[src/rtl/vcx_issue_pkg.sv]
// Shared types for the CX vector request issuer: request payload, writeback entry and FSM state.
package vcx_issue_pkg;

    localparam int VCX_DATA_WIDTH     = 32;
    localparam int VCX_INSTR_WIDTH    = 32;
    localparam int VCX_TRACK_ID_WIDTH = 4;

    typedef struct packed {
        logic [VCX_INSTR_WIDTH-1:0]    instr;
        logic [VCX_TRACK_ID_WIDTH-1:0] track_id;
        logic [VCX_DATA_WIDTH-1:0]     data0;
        logic [VCX_DATA_WIDTH-1:0]     data1;
        logic [2:0]                    vxrm;
    } vcx_req_t;

    typedef struct packed {
        logic [VCX_TRACK_ID_WIDTH-1:0] track_id;
        logic [VCX_DATA_WIDTH-1:0]     data;
    } vcx_wb_t;

    typedef enum logic [1:0] {
        RUN      = 2'd0,
        DRAIN    = 2'd1,
        QUIESCED = 2'd2
    } vcx_issue_state_e;

endpackage

[src/rtl/vcx_req_issuer_if.sv]
// Issue, request, response and writeback signals of the CX vector issuer.
// A transfer happens on a rising clk edge where valid and ready are both 1; valid never waits on ready, and the
// payload stays stable while valid & !ready. resp_valid has no ready: it is a one-cycle pulse that is always taken.
interface vcx_req_issuer_if #(
    parameter int DATA_WIDTH     = 32,
    parameter int INSTR_WIDTH    = 32,
    parameter int TRACK_ID_WIDTH = 4
);
    logic                      issue_valid;
    logic                      issue_ready;
    logic [INSTR_WIDTH-1:0]    issue_instr;
    logic [TRACK_ID_WIDTH-1:0] issue_track_id;
    logic [DATA_WIDTH-1:0]     issue_rs1;
    logic [DATA_WIDTH-1:0]     issue_rs2;
    logic [2:0]                issue_vxrm;

    logic                      req_valid;
    logic                      req_ready;
    logic [INSTR_WIDTH-1:0]    req_instr;
    logic [TRACK_ID_WIDTH-1:0] req_track_id;
    logic [DATA_WIDTH-1:0]     req_data0;
    logic [DATA_WIDTH-1:0]     req_data1;
    logic [2:0]                req_vxrm;

    logic                      resp_valid;
    logic [DATA_WIDTH-1:0]     resp_data;

    logic                      wb_valid;
    logic                      wb_ready;
    logic [TRACK_ID_WIDTH-1:0] wb_track_id;
    logic [DATA_WIDTH-1:0]     wb_data;

    modport master (
        input  issue_valid, issue_instr, issue_track_id, issue_rs1, issue_rs2, issue_vxrm,
        output issue_ready,
        output req_valid, req_instr, req_track_id, req_data0, req_data1, req_vxrm,
        input  req_ready,
        input  resp_valid, resp_data,
        output wb_valid, wb_track_id, wb_data,
        input  wb_ready
    );

    modport slave (
        output issue_valid, issue_instr, issue_track_id, issue_rs1, issue_rs2, issue_vxrm,
        input  issue_ready,
        input  req_valid, req_instr, req_track_id, req_data0, req_data1, req_vxrm,
        output req_ready,
        output resp_valid, resp_data,
        input  wb_valid, wb_track_id, wb_data,
        output wb_ready
    );

endinterface

[src/rtl/vcx_sync_fifo.sv]
// Synchronous FIFO with a flop-array store, read head taken straight from the array, and full/empty/count.
// DEPTH must be a power of two so the pointers wrap naturally.
module vcx_sync_fifo #(
    parameter int WIDTH = 8,
    parameter int DEPTH = 8
) (
    input  logic                       clk,
    input  logic                       rst,
    input  logic                       push,
    input  logic [WIDTH-1:0]           push_data,
    input  logic                       pop,
    output logic [WIDTH-1:0]           pop_data,
    output logic                       full,
    output logic                       empty,
    output logic [$clog2(DEPTH+1)-1:0] count
);
    localparam int AW = (DEPTH > 1) ? $clog2(DEPTH) : 1;
    localparam int CW = $clog2(DEPTH + 1);

    logic [WIDTH-1:0] mem [DEPTH];
    logic [AW-1:0]    wr_ptr;
    logic [AW-1:0]    rd_ptr;
    logic             do_push;
    logic             do_pop;

    assign full     = (count == CW'(DEPTH));
    assign empty    = (count == '0);
    assign do_push  = push && !full;
    assign do_pop   = pop && !empty;
    assign pop_data = mem[rd_ptr];

    always_ff @(posedge clk) begin
        if (do_push) mem[wr_ptr] <= push_data;
    end

    always_ff @(posedge clk) begin
        if (rst) begin
            wr_ptr <= '0;
            rd_ptr <= '0;
            count  <= '0;
        end else begin
            if (do_push) wr_ptr <= wr_ptr + AW'(1);
            if (do_pop)  rd_ptr <= rd_ptr + AW'(1);
            case ({do_push, do_pop})
                2'b10:   count <= count + CW'(1);
                2'b01:   count <= count - CW'(1);
                default: count <= count;
            endcase
        end
    end

endmodule

[src/rtl/vcx_req_issuer.sv]
// CX vector request issuer: registers core instructions onto req_*, pairs in-order responses with their tags and
// queues them for writeback under a credit limit. Define VCX_RESP_TIMEOUT_EN to build the response watchdog.
module vcx_req_issuer
    import vcx_issue_pkg::*;
#(
    parameter int DATA_WIDTH      = 32,
    parameter int INSTR_WIDTH     = 32,
    parameter int TRACK_ID_WIDTH  = 4,
    parameter int MAX_OUTSTANDING = 8,
    parameter int TIMEOUT_CYCLES  = 1024
) (
    input  logic                    clk,
    input  logic                    rst,
    vcx_req_issuer_if.master        bus,
    input  logic                    quiesce,
    output logic                    idle,
    output logic                    err_spurious,
    output logic                    err_timeout,
    output vcx_issue_state_e        state_dbg
);
    localparam int CRW = $clog2(MAX_OUTSTANDING + 1);

    // The payload structs are sized by the package, so the module widths must agree with them.
    if ($bits(vcx_req_t) != INSTR_WIDTH + TRACK_ID_WIDTH + 2 * DATA_WIDTH + 3) begin : g_req_width_chk
        $error("vcx_req_issuer: widths disagree with vcx_issue_pkg");
    end
    if (MAX_OUTSTANDING < 2 || (MAX_OUTSTANDING & (MAX_OUTSTANDING - 1)) != 0) begin : g_depth_chk
        $error("vcx_req_issuer: MAX_OUTSTANDING must be a power of two >= 2");
    end
    if (TIMEOUT_CYCLES < 2) begin : g_tout_chk
        $error("vcx_req_issuer: TIMEOUT_CYCLES must be >= 2");
    end

    vcx_issue_state_e          state_q, state_d;
    vcx_req_t                  req_q;
    logic                      req_valid_q;
    logic [CRW-1:0]            credits_q;
    logic                      issue_hs, req_hs, wb_hs;
    logic [TRACK_ID_WIDTH-1:0] tag_head;
    logic                      tag_empty, tag_full, tag_push, tag_pop;
    logic [CRW-1:0]            tag_count, wb_count;
    vcx_wb_t                   wb_din, wb_head;
    logic                      wb_push, wb_empty, wb_full;
    logic                      spurious;
    logic                      unused_fifo_status;

    assign issue_hs = bus.issue_valid && bus.issue_ready;
    assign req_hs   = req_valid_q && bus.req_ready;
    assign wb_hs    = bus.wb_valid && bus.wb_ready;

    assign bus.issue_ready = !rst && (state_q == RUN) && (credits_q < CRW'(MAX_OUTSTANDING))
                             && (!req_valid_q || bus.req_ready);

    assign bus.req_valid    = req_valid_q;
    assign bus.req_instr    = req_q.instr;
    assign bus.req_track_id = req_q.track_id;
    assign bus.req_data0    = req_q.data0;
    assign bus.req_data1    = req_q.data1;
    assign bus.req_vxrm     = req_q.vxrm;

    always_ff @(posedge clk) begin
        if (rst) begin
            req_valid_q <= 1'b0;
            req_q       <= '0;
        end else if (issue_hs) begin
            req_valid_q    <= 1'b1;
            req_q.instr    <= bus.issue_instr;
            req_q.track_id <= bus.issue_track_id;
            req_q.data0    <= bus.issue_rs1;
            req_q.data1    <= bus.issue_rs2;
            req_q.vxrm     <= bus.issue_vxrm;
        end else if (req_hs) begin
            req_valid_q <= 1'b0;
        end
    end

    always_ff @(posedge clk) begin
        if (rst) begin
            credits_q <= '0;
        end else begin
            case ({issue_hs, wb_hs})
                2'b10:   credits_q <= credits_q + CRW'(1);
                2'b01:   credits_q <= credits_q - CRW'(1);
                default: credits_q <= credits_q;
            endcase
        end
    end

    // A response landing with an empty tag FIFO but a request going out this cycle is that request's
    // zero-latency answer: its tag goes straight to writeback instead of through the FIFO.
    assign tag_push = req_hs && !(bus.resp_valid && tag_empty);
    assign tag_pop  = bus.resp_valid && !tag_empty;
    assign wb_push  = bus.resp_valid && (!tag_empty || req_hs);
    assign spurious = bus.resp_valid && tag_empty && !req_hs;

    assign wb_din.track_id = tag_empty ? req_q.track_id : tag_head;
    assign wb_din.data     = bus.resp_data;

    vcx_sync_fifo #(.WIDTH(TRACK_ID_WIDTH), .DEPTH(MAX_OUTSTANDING)) u_tag_fifo (
        .clk      (clk),
        .rst      (rst),
        .push     (tag_push),
        .push_data(req_q.track_id),
        .pop      (tag_pop),
        .pop_data (tag_head),
        .full     (tag_full),
        .empty    (tag_empty),
        .count    (tag_count)
    );

    vcx_sync_fifo #(.WIDTH($bits(vcx_wb_t)), .DEPTH(MAX_OUTSTANDING)) u_wb_fifo (
        .clk      (clk),
        .rst      (rst),
        .push     (wb_push),
        .push_data(wb_din),
        .pop      (wb_hs),
        .pop_data (wb_head),
        .full     (wb_full),
        .empty    (wb_empty),
        .count    (wb_count)
    );

    assign unused_fifo_status = &{1'b0, tag_full, wb_full, tag_count, wb_count};

    assign bus.wb_valid    = !wb_empty;
    assign bus.wb_track_id = wb_head.track_id;
    assign bus.wb_data     = wb_head.data;

    always_ff @(posedge clk) begin
        if (rst) err_spurious <= 1'b0;
        else if (spurious) err_spurious <= 1'b1;
    end

    always_ff @(posedge clk) begin
        if (rst) state_q <= RUN;
        else state_q <= state_d;
    end

    always_comb begin
        state_d = state_q;
        unique case (state_q)
            RUN:      if (quiesce) state_d = DRAIN;
            DRAIN:    if (!req_valid_q && credits_q == '0) state_d = QUIESCED;
            QUIESCED: if (!quiesce) state_d = RUN;
            default:  state_d = RUN;
        endcase
    end

    assign state_dbg = state_q;
    assign idle      = (state_q == QUIESCED) || (!req_valid_q && credits_q == '0);

`ifdef VCX_RESP_TIMEOUT_EN
    localparam int TOW = $clog2(TIMEOUT_CYCLES);

    logic [TOW-1:0] tout_cnt_q;
    logic           err_timeout_q;
    logic           tout_clear;

    assign tout_clear = bus.resp_valid || tag_empty;

    always_ff @(posedge clk) begin
        if (rst) begin
            tout_cnt_q    <= '0;
            err_timeout_q <= 1'b0;
        end else if (tout_clear) begin
            tout_cnt_q <= '0;
        end else if (tout_cnt_q == TOW'(TIMEOUT_CYCLES - 1)) begin
            err_timeout_q <= 1'b1;
        end else begin
            tout_cnt_q <= tout_cnt_q + TOW'(1);
        end
    end

    assign err_timeout = err_timeout_q;
`else
    assign err_timeout = 1'b0;
`endif

endmodule

[src/flat_wrapper.sv]
// flat-port wrapper written by rule: the top's interface ports become plain ports
module vcx_req_issuer_flat import vcx_issue_pkg::*;
#(
    parameter int DATA_WIDTH      = 32,
    parameter int INSTR_WIDTH     = 32,
    parameter int TRACK_ID_WIDTH  = 4,
    parameter int MAX_OUTSTANDING = 8,
    parameter int TIMEOUT_CYCLES  = 1024
)
  (clk, rst, quiesce, idle, err_spurious, err_timeout, state_dbg, bus_issue_valid, bus_issue_instr, bus_issue_track_id, bus_issue_rs1, bus_issue_rs2, bus_issue_vxrm, bus_issue_ready, bus_req_valid, bus_req_instr, bus_req_track_id, bus_req_data0, bus_req_data1, bus_req_vxrm, bus_req_ready, bus_resp_valid, bus_resp_data, bus_wb_valid, bus_wb_track_id, bus_wb_data, bus_wb_ready);
  vcx_req_issuer_if #(.DATA_WIDTH(DATA_WIDTH), .INSTR_WIDTH(INSTR_WIDTH), .TRACK_ID_WIDTH(TRACK_ID_WIDTH)) bus_i ();
  input  logic clk;
  input  logic rst;
  input  logic quiesce;
  output logic idle;
  output logic err_spurious;
  output logic err_timeout;
  output vcx_issue_state_e state_dbg;
  input wire logic [$bits(bus_i.issue_valid)-1:0] bus_issue_valid;
  input wire logic [$bits(bus_i.issue_instr)-1:0] bus_issue_instr;
  input wire logic [$bits(bus_i.issue_track_id)-1:0] bus_issue_track_id;
  input wire logic [$bits(bus_i.issue_rs1)-1:0] bus_issue_rs1;
  input wire logic [$bits(bus_i.issue_rs2)-1:0] bus_issue_rs2;
  input wire logic [$bits(bus_i.issue_vxrm)-1:0] bus_issue_vxrm;
  output wire logic [$bits(bus_i.issue_ready)-1:0] bus_issue_ready;
  output wire logic [$bits(bus_i.req_valid)-1:0] bus_req_valid;
  output wire logic [$bits(bus_i.req_instr)-1:0] bus_req_instr;
  output wire logic [$bits(bus_i.req_track_id)-1:0] bus_req_track_id;
  output wire logic [$bits(bus_i.req_data0)-1:0] bus_req_data0;
  output wire logic [$bits(bus_i.req_data1)-1:0] bus_req_data1;
  output wire logic [$bits(bus_i.req_vxrm)-1:0] bus_req_vxrm;
  input wire logic [$bits(bus_i.req_ready)-1:0] bus_req_ready;
  input wire logic [$bits(bus_i.resp_valid)-1:0] bus_resp_valid;
  input wire logic [$bits(bus_i.resp_data)-1:0] bus_resp_data;
  output wire logic [$bits(bus_i.wb_valid)-1:0] bus_wb_valid;
  output wire logic [$bits(bus_i.wb_track_id)-1:0] bus_wb_track_id;
  output wire logic [$bits(bus_i.wb_data)-1:0] bus_wb_data;
  input wire logic [$bits(bus_i.wb_ready)-1:0] bus_wb_ready;
  assign bus_i.issue_valid = bus_issue_valid;
  assign bus_i.issue_instr = bus_issue_instr;
  assign bus_i.issue_track_id = bus_issue_track_id;
  assign bus_i.issue_rs1 = bus_issue_rs1;
  assign bus_i.issue_rs2 = bus_issue_rs2;
  assign bus_i.issue_vxrm = bus_issue_vxrm;
  assign bus_issue_ready = bus_i.issue_ready;
  assign bus_req_valid = bus_i.req_valid;
  assign bus_req_instr = bus_i.req_instr;
  assign bus_req_track_id = bus_i.req_track_id;
  assign bus_req_data0 = bus_i.req_data0;
  assign bus_req_data1 = bus_i.req_data1;
  assign bus_req_vxrm = bus_i.req_vxrm;
  assign bus_i.req_ready = bus_req_ready;
  assign bus_i.resp_valid = bus_resp_valid;
  assign bus_i.resp_data = bus_resp_data;
  assign bus_wb_valid = bus_i.wb_valid;
  assign bus_wb_track_id = bus_i.wb_track_id;
  assign bus_wb_data = bus_i.wb_data;
  assign bus_i.wb_ready = bus_wb_ready;
  vcx_req_issuer #(.DATA_WIDTH(DATA_WIDTH), .INSTR_WIDTH(INSTR_WIDTH), .TRACK_ID_WIDTH(TRACK_ID_WIDTH), .MAX_OUTSTANDING(MAX_OUTSTANDING), .TIMEOUT_CYCLES(TIMEOUT_CYCLES)) u_core (.clk(clk), .rst(rst), .bus(bus_i), .quiesce(quiesce), .idle(idle), .err_spurious(err_spurious), .err_timeout(err_timeout), .state_dbg(state_dbg));
endmodule
[config.mk]
export PLATFORM = sky130hd
export DESIGN_NAME = vcx_req_issuer_flat
export DESIGN_NICKNAME = d
export VERILOG_FILES = /design/src/rtl/vcx_issue_pkg.sv /design/src/rtl/vcx_req_issuer_if.sv /design/src/rtl/vcx_sync_fifo.sv /design/src/rtl/vcx_req_issuer.sv /design/src/flat_wrapper.sv
export SDC_FILE = /design/constraint.sdc
export NUM_CORES = 1
export LEC_CHECK = 0
export CORE_UTILIZATION = 37
export DETAILED_ROUTE_END_ITERATION = 7
export SKIP_CTS_REPAIR_TIMING = 1
export SYNTH_ARGS = -nofsm -noshare
export SYNTH_HDL_FRONTEND = slang
export SYNTH_SLANG_ARGS = --single-unit
export TNS_END_PERCENT = 30
[constraint.sdc]
create_clock -name clk -period 7.05 [get_ports clk]
set_clock_uncertainty 0.2 [all_clocks]
set_input_delay 1.41 -clock clk [delete_from_list [all_inputs] [get_ports clk]]
set_output_delay 1.41 -clock clk [all_outputs]
set_load 0.02 [all_outputs]
Yosys cells after proc, flatten, opt, wreduce, memory -nomap -nowiden
Memories as Yosys holds them, arrays and structs flattened. A register that Yosys moved wholly into a read port is not among the register bits.
Index checks and enable logic that the tools add are counted.

storage, ports and cells
  word-level logic and storage cells = 95
  output and inout port bits = 147
  memories = 2
  register bits = 131
  input port bits = 142
  RAM bits = 320

memories
  name                   depth  bits a word  read ports  clocked after Yosys merged registers in  write ports  RTL line             text
  u_core.u_wb_fifo.mem   8      36           1           1                                        1            vcx_sync_fifo.sv:20  logic [WIDTH-1:0] mem [DEPTH];
  u_core.u_tag_fifo.mem  8      4            1           1                                        1            vcx_sync_fifo.sv:20

cells by class
  reduce and logical (&&, ||, !) cells = 36
  equal/unequal tests = 13
  multiplexer cells = 18
  $add $sub $neg = 10
  $lt $le $gt $ge = 1

operators with widths
  kind                                                   count
  case mux 4 bit (2 select lines)                        3
  logical AND 1 bit                                      16
  adder 3 x 1 -> 3 bit, second input constant            4
  adder 4 x 1 -> 4 bit, second input constant            3
  logical NOT 4 bit                                      3
  two-way mux 3 bit                                      4
  subtractor 4 x 1 -> 4 bit, second input constant       3
  == test 2 x 1 -> 1 bit, second input constant          4
  == test 2 bit, second input constant                   4
  == test 4 bit, second input constant                   2
  logical NOT 1 bit                                      8
  nonzero test 2 bit                                     4
  two-way mux 1 bit                                      6
  two-way mux 2 bit                                      3
  case mux 2 bit (3 select lines)                        1
  less-than comparator 4 bit, second input constant      1
  two-way mux 4 bit                                      1
  inequality test 2 bit, second input constant           2
  logical OR 1 bit                                       3
  AND reduction 3 bit                                    1
  logical NOT 2 bit                                      1
  inequality test 2 x 1 -> 1 bit, second input constant  1

Longest topological paths before layout
Gate-level depths: netlist (run 1).

  word-level depth = 7
  depth in mapped cells = 13

Modules after synthesis
Synthesis (run 1) repeated with hierarchy kept, for this count alone.

second synthesis, totals
  cell total of the unflattened synthesis = 1121
  area total of the unflattened synthesis = 17678.2 µm²

modules (own cells, without submodules)
  module                              seq. area each (µm²)  cells an instance  times used  area an instance (µm²)
  vcx_sync_fifo at u_core.u_wb_fifo   8908.5                491                1           11736.3
  vcx_req_issuer                      2222.1                509                1           4071.4
  vcx_sync_fifo at u_core.u_tag_fifo  1221.2                121                1           1870.5

Least setup slack after synthesis (run 1)
Ideal clock, no wire load.

  path type = input-to-reg
  from = input port bus_req_ready
  to = memory u_core.u_wb_fifo.mem[4][0] (netlist bit) (enable)
  buffers on the path = 1
  path slack = 0.567 ns
  data arrival time = 5.750 ns
  data required time = 6.317 ns
  stages = 4
  cells stage by stage = nand2_1 -> a211o_1 -> buf_4 -> nor4b_1

on the way
  word-level cells in the longest chain between the ends = 6

RTL lines
  element                                  RTL line              text
  start, declared                          flat_wrapper.sv:32    input wire logic [$bits(bus_i.req_ready)-1:0] bus_req_ready;
  logical AND 1 bit                        vcx_req_issuer.sv:48  assign req_hs = req_valid_q && bus.req_ready;
  logical OR 1 bit                         vcx_req_issuer.sv:93  assign wb_push = bus.resp_valid && (!tag_empty || req_hs);
  logical AND 1 bit                        vcx_req_issuer.sv:93
  logical AND 1 bit                        vcx_sync_fifo.sv:28   assign do_push = push && !full;
  two-way mux 1 bit                        vcx_sync_fifo.sv:33   if (do_push) mem[wr_ptr] <= push_data;
  two-way mux 1 bit (implied by the code)  vcx_sync_fifo.sv:33
  end, declared                            vcx_sync_fifo.sv:20

Every way passes these cells.

==> results of run 1 <==
-- layer usage --
metal / wire [um] / global-route usage (%) / part of all wire (%) / up-vias
li1: - / - / - / 4762
met1: 16400 / 20.1 / 42 / 4936
met2: 18400 / 26.7 / 47 / 318
met3: 3440 / 5.64 / 8.8 / 47
met4: 816 / 5.14 / 2.1 / 0
met5: 0 / 0 / 0 / -
-- cell type report --
cell class	count	area share, %
tap	607	3.38
clock buffer	65	6.11
multi-input combinational	594	20.9
sequential	457	55.1
clock inverter	22	1.14
timing repair buffer	301	13.3
inverter	8	0.139
-- where the power goes --
group | switching (mW) | internal (mW) | leakage (nW) | total (mW)
Combinational | 0.529 | 0.553 | 2.44 | 1.08
Clock | 1.05 | 1.52 | 0.802 | 2.58
Sequential | 0.0912 | 2.97 | 4.01 | 3.06
Total | 1.67 | 5.05 | 7.25 | 6.72
-- synthesized netlist by cell type, types with 3 or more instances --
| master | number |
|---|---|
| inv_1 | 7 |
| buf_2 | 13 |
| o21ai_0 | 8 |
| ha_1 | 13 |
| xor2_1 | 11 |
| clkbuf_1 | 17 |
| or3_1 | 3 |
| buf_6 | 18 |
| mux4_2 | 76 |
| mux2_2 | 38 |
| nor2_1 | 34 |
| nand2_1 | 218 |
| nor3b_1 | 6 |
| buf_1 | 9 |
| dfxtp_1 | 137 |
| edfxtp_1 | 320 |
| xnor2_1 | 4 |
| mux2i_1 | 22 |
| nor4b_1 | 3 |
| a21oi_1 | 115 |
| or4_1 | 4 |
| buf_4 | 10 |
| nor3_1 | 4 |
| nand2b_1 | 4 |
-- through the flow --
step,std cells,total power [mW],hold slack [ps],setup slack [ps]
6_report,2054,6.72,252,2210
3_5_place_dp,1967,4.22,246,2590
2_1_floorplan,1127,3.81,254,567
3_3_place_gp,1967,4.21,241,2570
4_1_cts,2054,6.82,254,2080
5_1_grt,2054,7.00,270,1990
-- state kept, by name, indices dropped and copies added (netlist names), 2 cells and up, named ones only --
| register | count |
|---|---|
| u_core.u_wb_fifo.mem | 288 |
| u_core.bus.req_data0 | 32 |
| u_core.bus.req_data1 | 32 |
| u_core.bus.req_instr | 32 |
| u_core.u_tag_fifo.mem | 32 |
| u_core.bus.req_track_id | 4 |
| u_core.credits_q | 4 |
| u_core.u_tag_fifo.count | 4 |
| u_core.u_wb_fifo.count | 4 |
| u_core.bus.req_vxrm | 3 |
| u_core.u_tag_fifo.rd_ptr | 3 |
| u_core.u_tag_fifo.wr_ptr | 3 |
| u_core.u_wb_fifo.rd_ptr | 3 |
| u_core.u_wb_fifo.wr_ptr | 3 |
| u_core.state_dbg | 2 |
-- cells by family (layout without fill, tap and decap cells) --
| group | count (synthesis) | in the layout |
|---|---|---|
| xor gates and xnor gates | 15 | 15 |
| DFF | 457 | 457 |
| buffers and inverters | 76 | 396 |
| AOI/OAI and AO/OA | 137 | 137 |
| and+or+nand+nor | 291 | 291 |
| adders and majority gates | 14 | 14 |
| muxes | 136 | 136 |
| other | 1 | 1 |
-- worst min-delay path by stage --
stage | startpoint | depth (start not counted) | slack [ps] | to
after CTS | u_core.bus.req_data1[2] | 2 | 250 | u_core.bus.req_data1[2]
after global routing | u_core.bus.req_data1[2] | 2 | 270 | u_core.bus.req_data1[2]
after global placement | u_core.bus.req_data1[19] | 2 | 240 | u_core.bus.req_data1[19]
final | u_core.bus.req_instr[2] | 2 | 250 | u_core.bus.req_instr[2]
after floorplan | u_core.u_tag_fifo.wr_ptr[0] | 2 | 250 | u_core.u_tag_fifo.wr_ptr[0]
after detailed placement | u_core.bus.req_data1[2] | 2 | 250 | u_core.bus.req_data1[2]
-- worst reg2reg max path: cells and delay by family (launching register included) --
family	cells	cell delay (ps)
AO/OA/AOI/OAI	3	670
adder cells (fa/ha/maj)	2	510
XOR/XNOR	2	340
AND/OR/NAND/NOR	2	1180
flip-flops	1	380
==> impl_metrics.tcl, run 1 <==
set metrics [dict create \
    status "finished clean" \
    synth-xor-area-share_pct 0.752 \
    utilization_pct 48.2 \
    synth_top_family_by_area "multiplexers" \
    fin_tns_setup_ps 0 \
    io_pins 289 \
    placed_cell_area_um2 20800 \
    die_area_um2 48100 \
    syn_to_final_growth_pct 28.5 \
    die_h_um 219 \
    synth-compound-area-share_pct 4.22 \
    path_class "reg2out" \
    yosys.area.top_type "edfxtp_1" \
    critPathCapture "bus_wb_data[15]" \
    initial_utilization_pct 37.5 \
    cts_tree "built" \
    min_period_ps 4840 \
    worst-path-buf-inv 2 \
    rrSetupSlack_ps 3700 \
    core_um2 46600 \
    first_pass_iters 4 \
    antenna_left 0 \
    path_cells "buf_4, mux4_2, mux2_2, clkdlybuf4s50_1" \
    synth-simple-area-share_pct 7.05 \
    vias 10100 \
    antenna_found_initial 0 \
    final_area_um2 22500 \
    synthAdderAreaFrac_pct 1.05 \
    place.gp.congestion 0.745 \
    synth-edff-count 320 \
    wirelength_mm 39.1 \
    drc 0 \
    hold_viol_final 0 \
    crit_family "buffers and inverters" \
    finalSetupViolCount 0 \
    wl_per_cell_um 19.0 \
    grt-ovfl-total 0 \
    r2r-end "u_core.u_wb_fifo.count[2]" \
    slowest_stage "buf_4" \
    synthFlopType "edfxtp_1" \
    grt_util_all_layers_pct 16.3 \
    multi_input_area_um2 4700 \
    chipWidth_um 219 \
    grt_first_pass_wirelength_mm 59.6 \
    clk_pin_slew_ps 60 \
    synth_seq_cells 457 \
    async_flop_share_pct 0 \
    syn_nets 1283 \
    slowest_delay_ps 610 \
    hpwl_mm 23.0 \
    h-tree-depth 2 \
    worstPathMaxFanout 33 \
    final_cell_mix "320 x edfxtp_1, 286 x clkdlybuf4s50_1, 218 x nand2_1" \
    clock-sinks 457 \
    rsz0062_at_grt "false" \
    portBuffers 287 \
    cap_violations 0 \
    crit_arrival_ps 3230 \
    rows 79 \
    grt_pass1_vias 10500 \
    path_depth 4 \
    regArea_um2 12400 \
    fillers 3997 \
    grt_max_degree 105 \
    drt_iter0_markers 556 \
    r2r_start "u_core.u_tag_fifo.count[1]" \
    max-vdd-ir-drop_uv 248 \
    yosysTopAreaCellShare_pct 55.0 \
    ys_types 49 \
    critPathCaptureType "output pin" \
    drv_slew 0 \
    synthMuxAreaShare_pct 13.5 \
    synth.cell_area_um2 17500 \
    r2r_cells 9 \
    syn_avg_cell_area_um2 15.5 \
    start_kind "flop" \
    route.detailed.vias_per_inst 4.90 \
    tightest_slew_ps 1090 \
    antenna_cells 0 \
    synth.area.top_cells "edfxtp_1 55%, dfxtp_1 16%, mux4_2 9.8%, nand2_1 4.7%, a21oi_1 3.3%" \
    worstSkewPairLatency_ps 580 \
    ys_seq_area_share_pct 70.7 \
    crit_required_ps 5440 \
    fin_crit_sh_pct 68.7 \
    layout-drive-gt1-share_pct 15.6 \
    synth_warnings 0 \
    clk_path_buf_depth 3 \
    final_common_cell "edfxtp_1" \
    hold_path.class "reg2reg" \
    cts-root-buf "clkbuf_16" \
    synth_cells 1127 \
    p_leak_nw 7.25 \
    power_density_nw_per_um2 299 \
    fmax_mhz 207 \
    nNetsFinal 1567 \
    slew_headroom_pct 27.3 \
    cts_made_buffers 49 \
]
(Power assumes the default switching activity.)
==> inputs of run 2 (changes only) <==
==> constraint.sdc (replaced) <==
create_clock -name clk -period 4.85 [get_ports clk]
set_clock_uncertainty 0.2 [all_clocks]
set_input_delay 0.97 -clock clk [delete_from_list [all_inputs] [get_ports clk]]
set_output_delay 0.97 -clock clk [all_outputs]
set_load 0.02 [all_outputs]
==> impl_metrics.tcl, run 2 (synthesis results as in run 1) <==
set metrics [dict create \
    path_class "reg2out" \
    slowest_delay_ps 670 \
    critPathCaptureType "output pin" \
    placed_cell_area_um2 20900 \
    cts-root-buf "clkbuf_16" \
    rrSetupSlack_ps 1910 \
    fmax_mhz 239 \
    min_period_ps 4190 \
    final_cell_mix "320 x edfxtp_1, 286 x clkdlybuf4s50_1, 218 x nand2_1" \
    clk_pin_slew_ps 60 \
    route.met2.wl_mm 18.6 \
    worstSkewPairLatency_ps 590 \
    fin_tns_setup_ps 0 \
    hpwl_mm 24.0 \
    largest_reg_flops 288 \
    syn_to_final_growth_pct 29.3 \
    clk_path_buf_depth 3 \
    finalSetupViolCount 0 \
    nNetsFinal 1576 \
    portBuffers 287 \
    grt_first_pass_wirelength_mm 60.7 \
    grt-ovfl-total 0 \
    wl_per_cell_um 19.1 \
    clock-sinks 457 \
    p_leak_nw 7.29 \
    start_kind "flop" \
    antenna_found_initial 0 \
    worstPathMaxFanout 23 \
    drv_slew 0 \
    top_register "u_core.u_wb_fifo.mem" \
    route.detailed.vias_per_inst 4.93 \
    slew_headroom_pct 27.4 \
    layout-drive-gt1-share_pct 15.6 \
    first_pass_iters 5 \
    slowest_stage "dfxtp_4" \
    grt_max_degree 105 \
    route.met3.wl_mm 3.24 \
    path_cells "buf_4, mux4_2, mux2_2, clkdlybuf4s50_1" \
    final_area_um2 22600 \
    max-vdd-ir-drop_uv 320 \
    hold_path.class "reg2reg" \
    dp.cells 1975 \
    grt_util_all_layers_pct 16.5 \
    die_h_um 219 \
    drt_iter0_markers 499 \
    die_area_um2 48100 \
    core_um2 46600 \
    cts_made_buffers 50 \
    antenna_left 0 \
    chipWidth_um 219 \
    initial_utilization_pct 37.5 \
    met1Wirelength_mm 16.8 \
    power.total_mw 9.78 \
    io_pins 289 \
    stdcell_count 2066 \
    hold_slack_ps 252 \
    hold_viol_final 0 \
    tightest_slew_ps 1090 \
    wirelength_mm 39.4 \
    cap_violations 0 \
    cts_tree "built" \
    place.gp.congestion 0.748 \
    fin_crit_sh_pct 86.3 \
    crit_arrival_ps 3020 \
    power_density_nw_per_um2 433 \
    status "finished clean" \
    vias 10200 \
    antenna_cells 0 \
    rows 79 \
    rsz0062_at_grt "false" \
    grt_pass1_vias 10600 \
    final_common_cell "edfxtp_1" \
    drc 0 \
    h-tree-depth 2 \
    top_layer_used "met4" \
    crit_required_ps 3680 \
]
==> run 2: cell types whose count changed in the layout (fill, tap and decap cells not counted), sizes merged <==
cell,previous run,this run
buf,15,23
clkinv,13,21
inv,10,8
bufinv,4,3
clkbuf,65,64
==> run 2: where the power goes <==
part / internal, mW / leakage, nW / switching, mW / total (mW)
sequential: 4.32 / 4.01 / 0.139 / 4.46
combinational: 0.818 / 2.49 / 0.773 / 1.59
clock: 2.20 / 0.798 / 1.53 / 3.73
total: 7.34 / 7.29 / 2.45 / 9.78
==> run 2: final cells by class <==
class | instances | area [um2]
Clock inverter | 27 | 255
Inverter | 8 | 31.3
Clock buffer | 64 | 1400
Tap cell | 607 | 759
Timing Repair Buffer | 309 | 3070
Sequential cell | 457 | 12400
Multi-Input combinational cell | 594 | 4720
Fill cell | 4003 | 24000
==> run 2: stage by stage <==
| step | utilization [%] | setup slack (ps) |
|---|---|---|
| final | 48.5 | 662 |
| after global routing | 48.5 | 476 |
| after CTS | 48.5 | 542 |
| after detailed placement | 45.0 | 922 |
| after global placement | 45.0 | 958 |
| after floorplan | - | -826 |
==> run 2: worst paths after layout <==
path / from / end / cells after the start
max: flop / bus_wb_data[29] / 4
min: u_core.bus.req_data1[0] / u_core.bus.req_data1[0] / 2
max reg2reg: u_core.u_tag_fifo.count[1] / u_core.u_wb_fifo.count[2] / 10
min reg2reg: u_core.bus.req_data1[0] / u_core.bus.req_data1[0] / 2
==> run 2: metal layers <==
metal | GRT usage [%] | vias up
met2 | 26.7 | 313
li1 | - | 4778
met5 | 0 | -
met1 | 21.1 | 5041
met3 | 5.38 | 50
met4 | 4.72 | 0
==> run 2: critical path, delay by kind of cell (launching register included) <==
family	cells	cell delay (ps)
buf+inv	2	920
flops	1	670
mux	2	830
==> inputs of run 3 (changes only) <==
--- a/config.mk
+++ b/config.mk
@@ -7,6 +7,7 @@
 export LEC_CHECK = 0
 export CORE_UTILIZATION = 37
 export DETAILED_ROUTE_END_ITERATION = 7
+export PLACE_DENSITY = 0.6
 export SKIP_CTS_REPAIR_TIMING = 1
 export SYNTH_ARGS = -nofsm -noshare
 export SYNTH_HDL_FRONTEND = slang
==> results of run 3 <==
The final DEF is identical to that of run 2; final timing and power are the same.
